`src/rtl/ysyx_25030081_seq_pkg.sv`:
```
// Shared types for the multi-cycle sequencer.
// State encoding and counter width default.
package ysyx_25030081_seq_pkg;

  localparam int CNT_W_DEF = 64;

  typedef enum logic [2:0] {
    S_IF_REQ  = 3'd0,
    S_IF_WAIT = 3'd1,
    S_EX      = 3'd2,
    S_LS_REQ  = 3'd3,
    S_LS_WAIT = 3'd4,
    S_WB      = 3'd5,
    S_HALT    = 3'd6,
    S_TRAP    = 3'd7
  } state_e;

endpackage

```
`src/rtl/ysyx_25030081_perf_cnt.sv`:
```
// Free-running performance counter.
// Counts while enabled, wraps silently.
module ysyx_25030081_perf_cnt #(
  parameter int W = 64
) (
  input  logic         clk,
  input  logic         rst_n,
  input  logic         en,
  output logic [W-1:0] cnt
);

  logic [W-1:0] cnt_d;
  logic [W-1:0] cnt_q;

  // Next count: increment when enabled, else hold.
  always_comb begin
    cnt_d = cnt_q;
    if (en) cnt_d = cnt_q + {{(W-1){1'b0}}, 1'b1};
  end

  // Counter register with async clear.
  always_ff @(posedge clk or negedge rst_n) begin
    if (!rst_n) cnt_q <= '0;
    else        cnt_q <= cnt_d;
  end

  assign cnt = cnt_q;

endmodule

```
`src/rtl/ysyx_25030081_seq.sv`:
```
// Multi-cycle instruction sequencer.
// Walks IF -> EX -> [LS] -> WB, parks on ebreak or fault.
module ysyx_25030081_seq
  import ysyx_25030081_seq_pkg::*;
#(
  parameter int CNT_W = CNT_W_DEF
) (
  input  logic             clk,
  input  logic             rst_n,
  output logic             ifu_req_valid,
  input  logic             ifu_req_ready,
  input  logic             ifu_rsp_valid,
  input  logic             ifu_rsp_err,
  output logic             ifu_rsp_ready,
  output logic             ir_we,
  input  logic             dec_mem_ren,
  input  logic             dec_mem_wen,
  input  logic             dec_reg_wr,
  input  logic             dec_ebreak,
  output logic             lsu_req_valid,
  output logic             lsu_req_wen,
  input  logic             lsu_req_ready,
  input  logic             lsu_rsp_valid,
  input  logic             lsu_rsp_err,
  output logic             lsu_rsp_ready,
  output logic             rf_we,
  output logic             pc_we,
  output logic             halted,
  output logic             trapped,
  output logic [CNT_W-1:0] cycle_cnt,
  output logic [CNT_W-1:0] instret_cnt
);

  state_e state_d, state_q;
  logic   mem_ren_d, mem_ren_q;
  logic   mem_wen_d, mem_wen_q;
  logic   reg_wr_d, reg_wr_q;

  // Next-state logic; responses only sampled in WAIT states.
  always_comb begin
    state_d = state_q;
    unique case (state_q)
      S_IF_REQ:
        if (ifu_req_ready) state_d = S_IF_WAIT;
      S_IF_WAIT:
        if (ifu_rsp_valid)
          state_d = ifu_rsp_err ? S_TRAP : S_EX;
      S_EX:
        if (dec_ebreak)                    state_d = S_HALT;
        else if (dec_mem_ren && dec_mem_wen) state_d = S_TRAP;
        else if (dec_mem_ren || dec_mem_wen) state_d = S_LS_REQ;
        else                               state_d = S_WB;
      S_LS_REQ:
        if (lsu_req_ready) state_d = S_LS_WAIT;
      S_LS_WAIT:
        if (lsu_rsp_valid)
          state_d = lsu_rsp_err ? S_TRAP : S_WB;
      S_WB:
        state_d = S_IF_REQ;
      S_HALT, S_TRAP:
        state_d = state_q;
    endcase
  end

  // Capture decoder controls during the single EX cycle.
  always_comb begin
    mem_ren_d = mem_ren_q;
    mem_wen_d = mem_wen_q;
    reg_wr_d  = reg_wr_q;
    if (state_q == S_EX) begin
      mem_ren_d = dec_mem_ren;
      mem_wen_d = dec_mem_wen;
      reg_wr_d  = dec_reg_wr;
    end
  end

  // State and latched-control registers.
  always_ff @(posedge clk or negedge rst_n) begin
    if (!rst_n) begin
      state_q   <= S_IF_REQ;
      mem_ren_q <= 1'b0;
      mem_wen_q <= 1'b0;
      reg_wr_q  <= 1'b0;
    end else begin
      state_q   <= state_d;
      mem_ren_q <= mem_ren_d;
      mem_wen_q <= mem_wen_d;
      reg_wr_q  <= reg_wr_d;
    end
  end

  // A latched load+store never reaches LS_REQ; treat it as a load.
  assign ifu_req_valid = (state_q == S_IF_REQ);
  assign ifu_rsp_ready = (state_q == S_IF_WAIT);
  assign ir_we         = (state_q == S_IF_WAIT)
                       & ifu_rsp_valid & ~ifu_rsp_err;
  assign lsu_req_valid = (state_q == S_LS_REQ);
  assign lsu_req_wen   = (state_q == S_LS_REQ)
                       & mem_wen_q & ~mem_ren_q;
  assign lsu_rsp_ready = (state_q == S_LS_WAIT);
  assign rf_we         = (state_q == S_WB) & reg_wr_q;
  assign pc_we         = (state_q == S_WB);
  assign halted        = (state_q == S_HALT);
  assign trapped       = (state_q == S_TRAP);

  logic cyc_en;
  assign cyc_en = ~halted & ~trapped;

  ysyx_25030081_perf_cnt #(.W(CNT_W)) u_cycle (
    .clk   (clk),
    .rst_n (rst_n),
    .en    (cyc_en),
    .cnt   (cycle_cnt)
  );

  ysyx_25030081_perf_cnt #(.W(CNT_W)) u_instret (
    .clk   (clk),
    .rst_n (rst_n),
    .en    (pc_we),
    .cnt   (instret_cnt)
  );

endmodule

```
`config.mk`:
```
export PLATFORM = sky130hd
export DESIGN_NAME = ysyx_25030081_seq
export DESIGN_NICKNAME = d
export VERILOG_FILES = /design/src/rtl/ysyx_25030081_seq_pkg.sv /design/src/rtl/ysyx_25030081_perf_cnt.sv /design/src/rtl/ysyx_25030081_seq.sv
export SDC_FILE = /design/constraint.sdc
export NUM_CORES = 1
export LEC_CHECK = 0
export CAP_MARGIN = 25
export CORE_MARGIN = 5
export CORE_UTILIZATION = 47
export CTS_BUF_LIST = sky130_fd_sc_hd__clkbuf_8
export DETAILED_ROUTE_END_ITERATION = 10
export GPL_TIMING_DRIVEN = 0
export PLACE_DENSITY = 0.76
export RECOVER_POWER = 25
export SYNTH_ARGS = -nofsm -noshare
export SYNTH_HDL_FRONTEND = slang
export SYNTH_SLANG_ARGS = --single-unit
```
`constraint.sdc`:
```
create_clock -name clk -period 1.9 [get_ports clk]
set_clock_uncertainty 0.1 [all_clocks]
set_input_delay 0.19 -clock clk [delete_from_list [all_inputs] [get_ports clk]]
set_output_delay 0.19 -clock clk [all_outputs]
set_load 0.05 [all_outputs]
```
==> summary.md, run 1 <==
| Metric | Value |
|---|---|
| Cell chain of the critical path | `buf_8 -> nand4b_1 -> nor3_2 -> nand2_2 -> buf_4 -> or3_1 -> xnor2_1` |
| VDD IR max | `about 1.2 mV` |
| Total half-perimeter wirelength after legalization and detailed placement | `12.4 mm` |
| Final Worst Setup Slack | `-0.151 ns` |
| Areal power density over the cells | `slightly below 800 mW/mm2` |
| Num Clock Sinks | `134` |
| Worst Path Max Fanout | `9` |
| Proportion of register bits with asynchronous set or reset after synthesis | `100%` |
| Initial core utilization | `~48%` |
| Number of placement rows | `43` |
| Placeable core area | `0.0138 mm2` |
| Total nets after synthesis | `649` |
| DRC marker count from the first detailed-route iteration | `479` |
| Mean post-synth cell area | `10.4 um2` |
| Rel. slew slack | `between 20% and 30%` |
| Design Area, Final | `0.0108 mm2` |
| Register-to-register setup slack | `-0.15 ns` |
| Top post-synthesis cells by area | `dfrtp_1 (51%), xnor2_1 (8.6%), xor2_1 (8.1%)` |
| Inserted Clock Buffers | `17` |
| Ant diodes | `0` |
| Net count, final | `930` |
| Post-synthesis to final-layout area growth | `62.9%` |
| Number of stages on the worst hold path | `2` |
| Number of enable flip-flop cells after synthesis | `0` |
| Critical path data required time | `2.13 ns` |
| Global Route Usage Sum | `24.4%` |
| HP Class | `primary input to flop` |
| Most common flop cell mapped by yosys | `dfrtp_1` |
| Static leakage power | `5.67 nW` |
| Buffer type at the clock tree root | `clkbuf_8` |
| Fraction of layout instances using a drive strength above 1 | `42.7%` |
| Antenna violations before repair | `0` |
| # placed instances | `964` |
| Status | `finished, violations left` |
| DP Area | `0.00879 mm2` |
| Number of global-route vias before repair | `6,241` |
| Unique masters post-synth | `45` |
| Routability Congestion | `0.884` |
| Number of failing hold endpoints at the final stage | `0` |
| Vias per std cell | `5.60` |
| Fmax | `488 MHz` |
| Worst hold endpoint | `reg_wr_q` |
| Setup repair after global routing missed its margin | `true` |
| Dominant delay contributor by cell family on the critical path | `simple AND/OR/NAND/NOR gates` |
| Kind of critical path | `flop to flop` |
| CTS tree | `built` |
| Total buffers and inverters traversed by the critical path | `2` |
| Final non-filler cell total | `1,108` |
| End of the worst register-to-register path | `u_instret.cnt[20]` |
| Post-Synthesis Cell Area | `0.00661 mm2` |
| Count of max-cap constraint violations | `0` |
| Count of fill cells added during filler insertion | `831` |
| Die height | `between 100 and 150 um` |
| Setup Total Neg Slack | `-2.41 ns` |
| Clock period minus worst slack | `2.05 ns` |
| Total detailed-routing wirelength | `21.1 mm` |
| 1st-pass router iterations | `5` |
| Startpoint of the most critical hold path | `dec_reg_wr` |
| Global route total overflow | `0` |
| Arrival time reported for the critical path endpoint | `2.28 ns` |
| Total number of vias | `6,201` |
| Worst reg2reg startpoint | `state_q[1]` |
| Port Buffers | `roughly 150` |
| Number of levels in the clock H-tree | `4` |
| Final Max Tran Viols | `0` |
| Share of synthesized area occupied by flip-flops and latches | `50.7%` |
| Cells on worst reg2reg path | `7` |
| Post-Route Hold Slack | `approximately 0.26 ns` |
| Largest net degree at the start of global routing | `92` |
| Clk Latency, worst-skew pair | `around 0.45 ns` |
| I/O pin cnt | `150` |
| Average wire per standard cell | `~19 um` |
| Die X-Extent | `about 130 um` |
| Largest buffer count on any clock path | `2` |
| Die area | `0.0165 mm2` |
| Residual DRC count | `0` |
| Yosys Warn Count | `0` |
| Slowest cell on crit path | `dfrtp_1` |
| Wire length of the first global-routing pass | `approximately 32 mm` |
| Type of destination of the critical path | `flop` |
| Violations in the final reports | `negative setup slack` |
| CTS clock-pin slew for the worst setup and hold paths | `0.08 ns` |
| Crit share post-route | `108%` |
| Share of Yosys cell area claimed by the top area cell type | `between 50% and 60%` |
| Number of nets with antenna violations after detailed routing | `0` |
| Largest area contributor in the synthesized netlist | `dfrtp_1` |
| Nature of the critical path startpoint | `flop` |
| Crit path largest cell delay | `0.39 ns` |
| FF+latch count, synth | `134` |
| Post-Syn Instances | `634` |
| Transition time at the pin with the least slew margin | `1.15 ns` |
| Total setup violations reported at the end of the flow | `52` |
Yosys cell counts, types with 2 or more instances:
cell type	count
and2_1	6
dfrtp_1	134
nand3_1	42
a21oi_1	2
nor4_4	3
and4_1	8
nor3_2	2
and3b_1	2
buf_2	6
nor4_2	13
clkbuf_1	6
or2_1	2
and3_1	11
nand4_1	42
nor2_1	49
nor4_1	11
nor3_1	37
o21ai_0	5
xor2_1	61
or2_2	2
ha_1	3
mux2_2	6
o31ai_1	2
or4_1	3
nand2_1	68
nand4b_1	3
or3_1	4
inv_1	18
xnor2_1	65
nand4_2	3
worst reg2reg max path: stages (launching register included):
cell	delay, ns
dfrtp_1	0.39
buf_8	0.14
nand4b_1	0.31
nor3_2	0.25
nand2_2	0.12
buf_4	0.16
or3_1	0.34
xnor2_1	0.14
registers in the layout, indices dropped and copies added, names as in the netlist:
signal         flops
mem_ren_q          1
mem_wen_q          1
reg_wr_q           1
state_q            3
u_cycle.cnt       64
u_instret.cnt     64
routing by layer:
| layer | part of all wire [%] | vias to the layer above | global-route usage, % |
|---|---|---|---|
| met2 | 51 | 285 | 40.4 |
| met4 | 3.7 | 0 | 11.3 |
| met1 | 39 | 3060 | 30.0 |
| met5 | 0 | - | 0 |
| met3 | 6.6 | 71 | 6.23 |
| li1 | - | 2785 | - |
area by class of cell:
cell class	count	area (um2)	area share, %
tap	180	225	2.09
inverter	18	70.1	0.650
buffer	13	185	1.72
sequential	134	3470	32.2
multi-input combinational	469	4060	37.7
timing repair buffer	262	2360	21.9
clock inverter	10	103	0.952
clock buffer	22	303	2.81
worst max-delay path by stage:
stage	slack, ns	endpoint	depth (start not counted)	start
finish	-0.15	u_instret.cnt[20]	7	state_q[1]
global route	-0.27	u_instret.cnt[62]	8	u_instret.cnt[0]
CTS	-0.12	lsu_req_wen	6	state_q[1]
detailed placement	-0.57	ir_we	5	state_q[0]
global placement	-5.19	u_cycle.cnt[29]	1	rst_n
floorplan	-0.24	u_instret.cnt[28]	6	u_instret.cnt[0]
what timing repair did:
action / in CTS / in global routing
cloned: 1 / 1
buffers inserted: 73 / 36
endpoints found under the hold margin: 43 / 0
hold buffers: 1 / 0
endpoints found under the setup margin: 231 / 102
resized for setup: 272 / 112
pin swaps: 58 / 61
through the flow:
stage / setup WS, ns / total power [mW] / utilization [%]
floorplan: -0.242 / 4.83 / -
global placement: -5.19 / 5.50 / 63.4
detailed placement: -0.566 / 5.54 / 63.6
CTS: -0.122 / 8.27 / 72.4
global route: -0.269 / 8.89 / 77.9
finish: -0.151 / 8.54 / 77.9
cells in the final DEF (no fill, tap or decap), types with 13 or more instances in the layout:
cell             n
dlygate4sd2_1  128
dfrtp_2         92
buf_4           84
xnor2_1         61
xor2_1          60
nand2_1         58
nand4_1         42
dfrtp_1         42
buf_6           35
nand3_1         31
nor3_4          25
clkbuf_8        24
nor2_1          24
nor4_4          22
inv_1           19
nor2_2          13
where the power goes:
part | total, mW | switching (mW) | internal (mW) | leakage, nW
combinational | 2.80 | 1.66 | 1.14 | 3.77
clock | 2.43 | 1.11 | 1.32 | 0.213
sequential | 3.31 | 0.225 | 3.08 | 1.69
kinds of logic (layout without fill, tap and decap cells):
family / Yosys count / count (layout) / synth area share (%)
AO/OA/AOI/OAI: 14 / 14 / 1.36
XOR/XNOR: 126 / 126 / 16.7
adder cells (fa/ha/maj): 3 / 3 / 0.568
buffers and inverters: 31 / 325 / 1.87
flip-flops: 134 / 134 / 50.7
multiplexers: 7 / 7 / 1.17
AND/OR/NAND/NOR: 319 / 319 / 27.6
Power figures use the tool's default switching activity.
==> run 2: changes to the inputs <==
--- a/config.mk
+++ b/config.mk
@@ -6,12 +6,14 @@
 export NUM_CORES = 1
 export LEC_CHECK = 0
 export CAP_MARGIN = 25
+export CORE_ASPECT_RATIO = 0.8
 export CORE_MARGIN = 5
-export CORE_UTILIZATION = 47
+export CORE_UTILIZATION = 60
 export CTS_BUF_LIST = sky130_fd_sc_hd__clkbuf_8
 export DETAILED_ROUTE_END_ITERATION = 10
+export DONT_BUFFER_PORTS = 1
 export GPL_TIMING_DRIVEN = 0
-export PLACE_DENSITY = 0.76
+export PLACE_DENSITY = 0.77
 export RECOVER_POWER = 25
 export SYNTH_ARGS = -nofsm -noshare
 export SYNTH_HDL_FRONTEND = slang
==> summary.md, run 2 (synthesized netlist as in run 1, its figures left out) <==
| Metric | Value |
|---|---|
| Number of placement rows | `34 (was 43)` |
| Clock period minus worst slack | `2.41 ns (was 2.05 ns)` |
| VDD IR max | `1.32 mV (was 1.16 mV)` |
| Nature of the critical path startpoint | `flop (unchanged)` |
| Design Area, Final | `0.0100 mm2 (was 0.0108 mm2)` |
| Vias per std cell | `6.60 (was 5.60)` |
| Post-Route Hold Slack | `-0.696 ns (was 0.259 ns)` |
| 1st-pass router iterations | `5 (unchanged)` |
| Inserted Clock Buffers | `17 (unchanged)` |
| Total half-perimeter wirelength after legalization and detailed placement | `11.7 mm (was 12.4 mm)` |
| Initial core utilization | `61.0% (was 47.8%)` |
| Wire length of the first global-routing pass | `32.4 mm (was 32.1 mm)` |
| Rel. slew slack | `51.7% (was 23.2%)` |
| Post-synthesis to final-layout area growth | `51.7% (was 62.9%)` |
| Transition time at the pin with the least slew margin | `0.722 ns (was 1.15 ns)` |
| DP Area | `0.00723 mm2 (was 0.00879 mm2)` |
| Top library cells by usage in the layout, fill and taps aside | `dfrtp_2 (75), xor2_1 (60), buf_4 (55), nand2_1 (49), xnor2_1 (49) (was dlygate4sd2_1 (128), dfrtp_2 (92), buf_4 (84), xnor2_1 (61), xor2_1 (60))` |
| Fraction of layout instances using a drive strength above 1 | `57.5% (was 42.7%)` |
| Count of max-cap constraint violations | `0 (unchanged)` |
| CTS clock-pin slew for the worst setup and hold paths | `0.09 ns (was 0.08 ns)` |
| Die X-Extent | `127 um (was 129 um)` |
| Critical path data required time | `2.16 ns (was 2.13 ns)` |
| Number of failing hold endpoints at the final stage | `134 (was 0)` |
| Setup repair after global routing missed its margin | `true (unchanged)` |
| Largest net degree at the start of global routing | `135 (was 92)` |
| # hold bufs at CTS | `8 (was 1)` |
| Register-to-register setup slack | `-0.51 ns (was -0.15 ns)` |
| Setup Total Neg Slack | `-25.69 ns (was -2.41 ns)` |
| Worst Path Max Fanout | `5 (was 9)` |
| Buffer type at the clock tree root | `clkbuf_8 (unchanged)` |
| Areal power density over the cells | `846 mW/mm2 (was 792 mW/mm2)` |
| Final Max Tran Viols | `0 (unchanged)` |
| I/O pin cnt | `150 (unchanged)` |
| Average wire per standard cell | `26.2 um (was 19.1 um)` |
| Number of nets with antenna violations after detailed routing | `0 (unchanged)` |
| Kind of critical path | `flop to flop (unchanged)` |
| Antenna violations before repair | `0 (unchanged)` |
| Ant diodes | `0 (unchanged)` |
| Count of fill cells added during filler insertion | `357 (was 831)` |
| Routability Congestion | `0.884 (about the same)` |
| Tot Pwr | `8.49 mW (was 8.54 mW)` |
| Number of global-route vias before repair | `5,781 (was 6,241)` |
| Fmax | `415 MHz (was 488 MHz)` |
| DRC marker count from the first detailed-route iteration | `684 (was 479)` |
| Status | `finished, violations left (unchanged)` |
| Num Clock Sinks | `134 (unchanged)` |
| Total detailed-routing wirelength | `24.2 mm (was 21.1 mm)` |
| Type of destination of the critical path | `flop (unchanged)` |
| Final Worst Setup Slack | `-0.512 ns (was -0.151 ns)` |
| Global Route Usage Sum | `31.2% (was 24.4%)` |
| Crit share post-route | `127% (was 108%)` |
| Global route total overflow | `0 (unchanged)` |
| Die height | `104 um (was 129 um)` |
| Leading cell type in the layout, fill and taps excluded | `dfrtp_2 (was dlygate4sd2_1)` |
| Port Buffers | `0 (was 149)` |
| Number of levels in the clock H-tree | `4 (unchanged)` |
| Violations in the final reports | `negative hold slack, negative setup slack (was negative setup slack)` |
| Total number of vias | `6,080 (was 6,201)` |
| Total setup violations reported at the end of the flow | `102 (was 52)` |
| Clk Latency, worst-skew pair | `0.47 ns (was 0.45 ns)` |
| Net count, final | `779 (was 930)` |
| Largest buffer count on any clock path | `2 (unchanged)` |
| Die area | `0.0132 mm2 (was 0.0165 mm2)` |
| Placeable core area | `0.0108 mm2 (was 0.0138 mm2)` |
| HP Class | `primary input to asynchronous set/reset pin (was primary input to flop)` |
| Static leakage power | `4.85 nW (was 5.67 nW)` |
| Utilization of the core after routing | `92.4% (was 77.9%)` |
| Residual DRC count | `0 (unchanged)` |
| Arrival time reported for the critical path endpoint | `2.68 ns (was 2.28 ns)` |
| CTS tree | `built (unchanged)` |
==> run 2: area by class of cell <==
class / instances / area [um2] / area share, %
buffer: 11 / 175 / 1.75
clock buffer: 18 / 248 / 2.47
clock inverter: 14 / 151 / 1.51
inverter: 18 / 70.1 / 0.699
multi-input combinational: 469 / 4500 / 44.9
sequential: 134 / 3590 / 35.8
tap: 144 / 180 / 1.80
timing repair buffer: 113 / 1110 / 11.0
==> run 2: final timing paths <==
check / from / end / cells after the start
worst min register to register: mem_wen_q / mem_wen_q / 1
worst min-delay path: rst_n / u_instret.cnt[36] / 0
max in group asynchronous: rst_n / u_cycle.cnt[1] / 0
min in group clk: lsu_req_ready / state_q[2] / 4
worst max-delay path: u_cycle.cnt[5] / u_cycle.cnt[54] / 8
worst max register to register: u_cycle.cnt[5] / u_cycle.cnt[54] / 8
==> run 2: metrics by stage <==
stage	worst slack [ns]	cells	hold WS, ns
after global routing	-0.612	921	-0.711
after CTS	-0.414	892	-0.696
final	-0.512	921	-0.696
after global placement	-0.484	778	-0.201
after detailed placement	-0.513	779	-0.202
after floorplan	-0.242	634	-0.206
==> run 2: layer usage <==
| layer | GRT usage, % | wire [um] | up-vias |
|---|---|---|---|
| met4 | 9.80 | 826 | 0 |
| li1 | - | - | 2505 |
| met5 | 0 | 0 | - |
| met3 | 10.4 | 2530 | 92 |
| met1 | 41.5 | 8530 | 3074 |
| met2 | 48.5 | 12300 | 409 |
==> run 2: critical path: stages, from the launching register on <==
cell     delay [ns]
dfrtp_2        0.58
nand4_1        0.30
nor4_4         0.34
buf_4          0.19
buf_4          0.11
nand4_1        0.10
buf_6          0.17
nor4_4         0.19
xor2_1         0.24
==> run 2: repair_timing <==
item | CTS | global route
endpoints found under the setup margin | 115 | 115
cloned | 2 | 0
pin swaps | 90 | 66
hold endpoints to repair | 140 | 134
gates resized for setup | 242 | 119
setup buffers | 71 | 37
==> run 2: where the power goes <==
part,internal (mW),switching (mW)
registers,3.11,0.813
logic,0.968,1.11
clock network,1.21,1.28
total,5.29,3.20
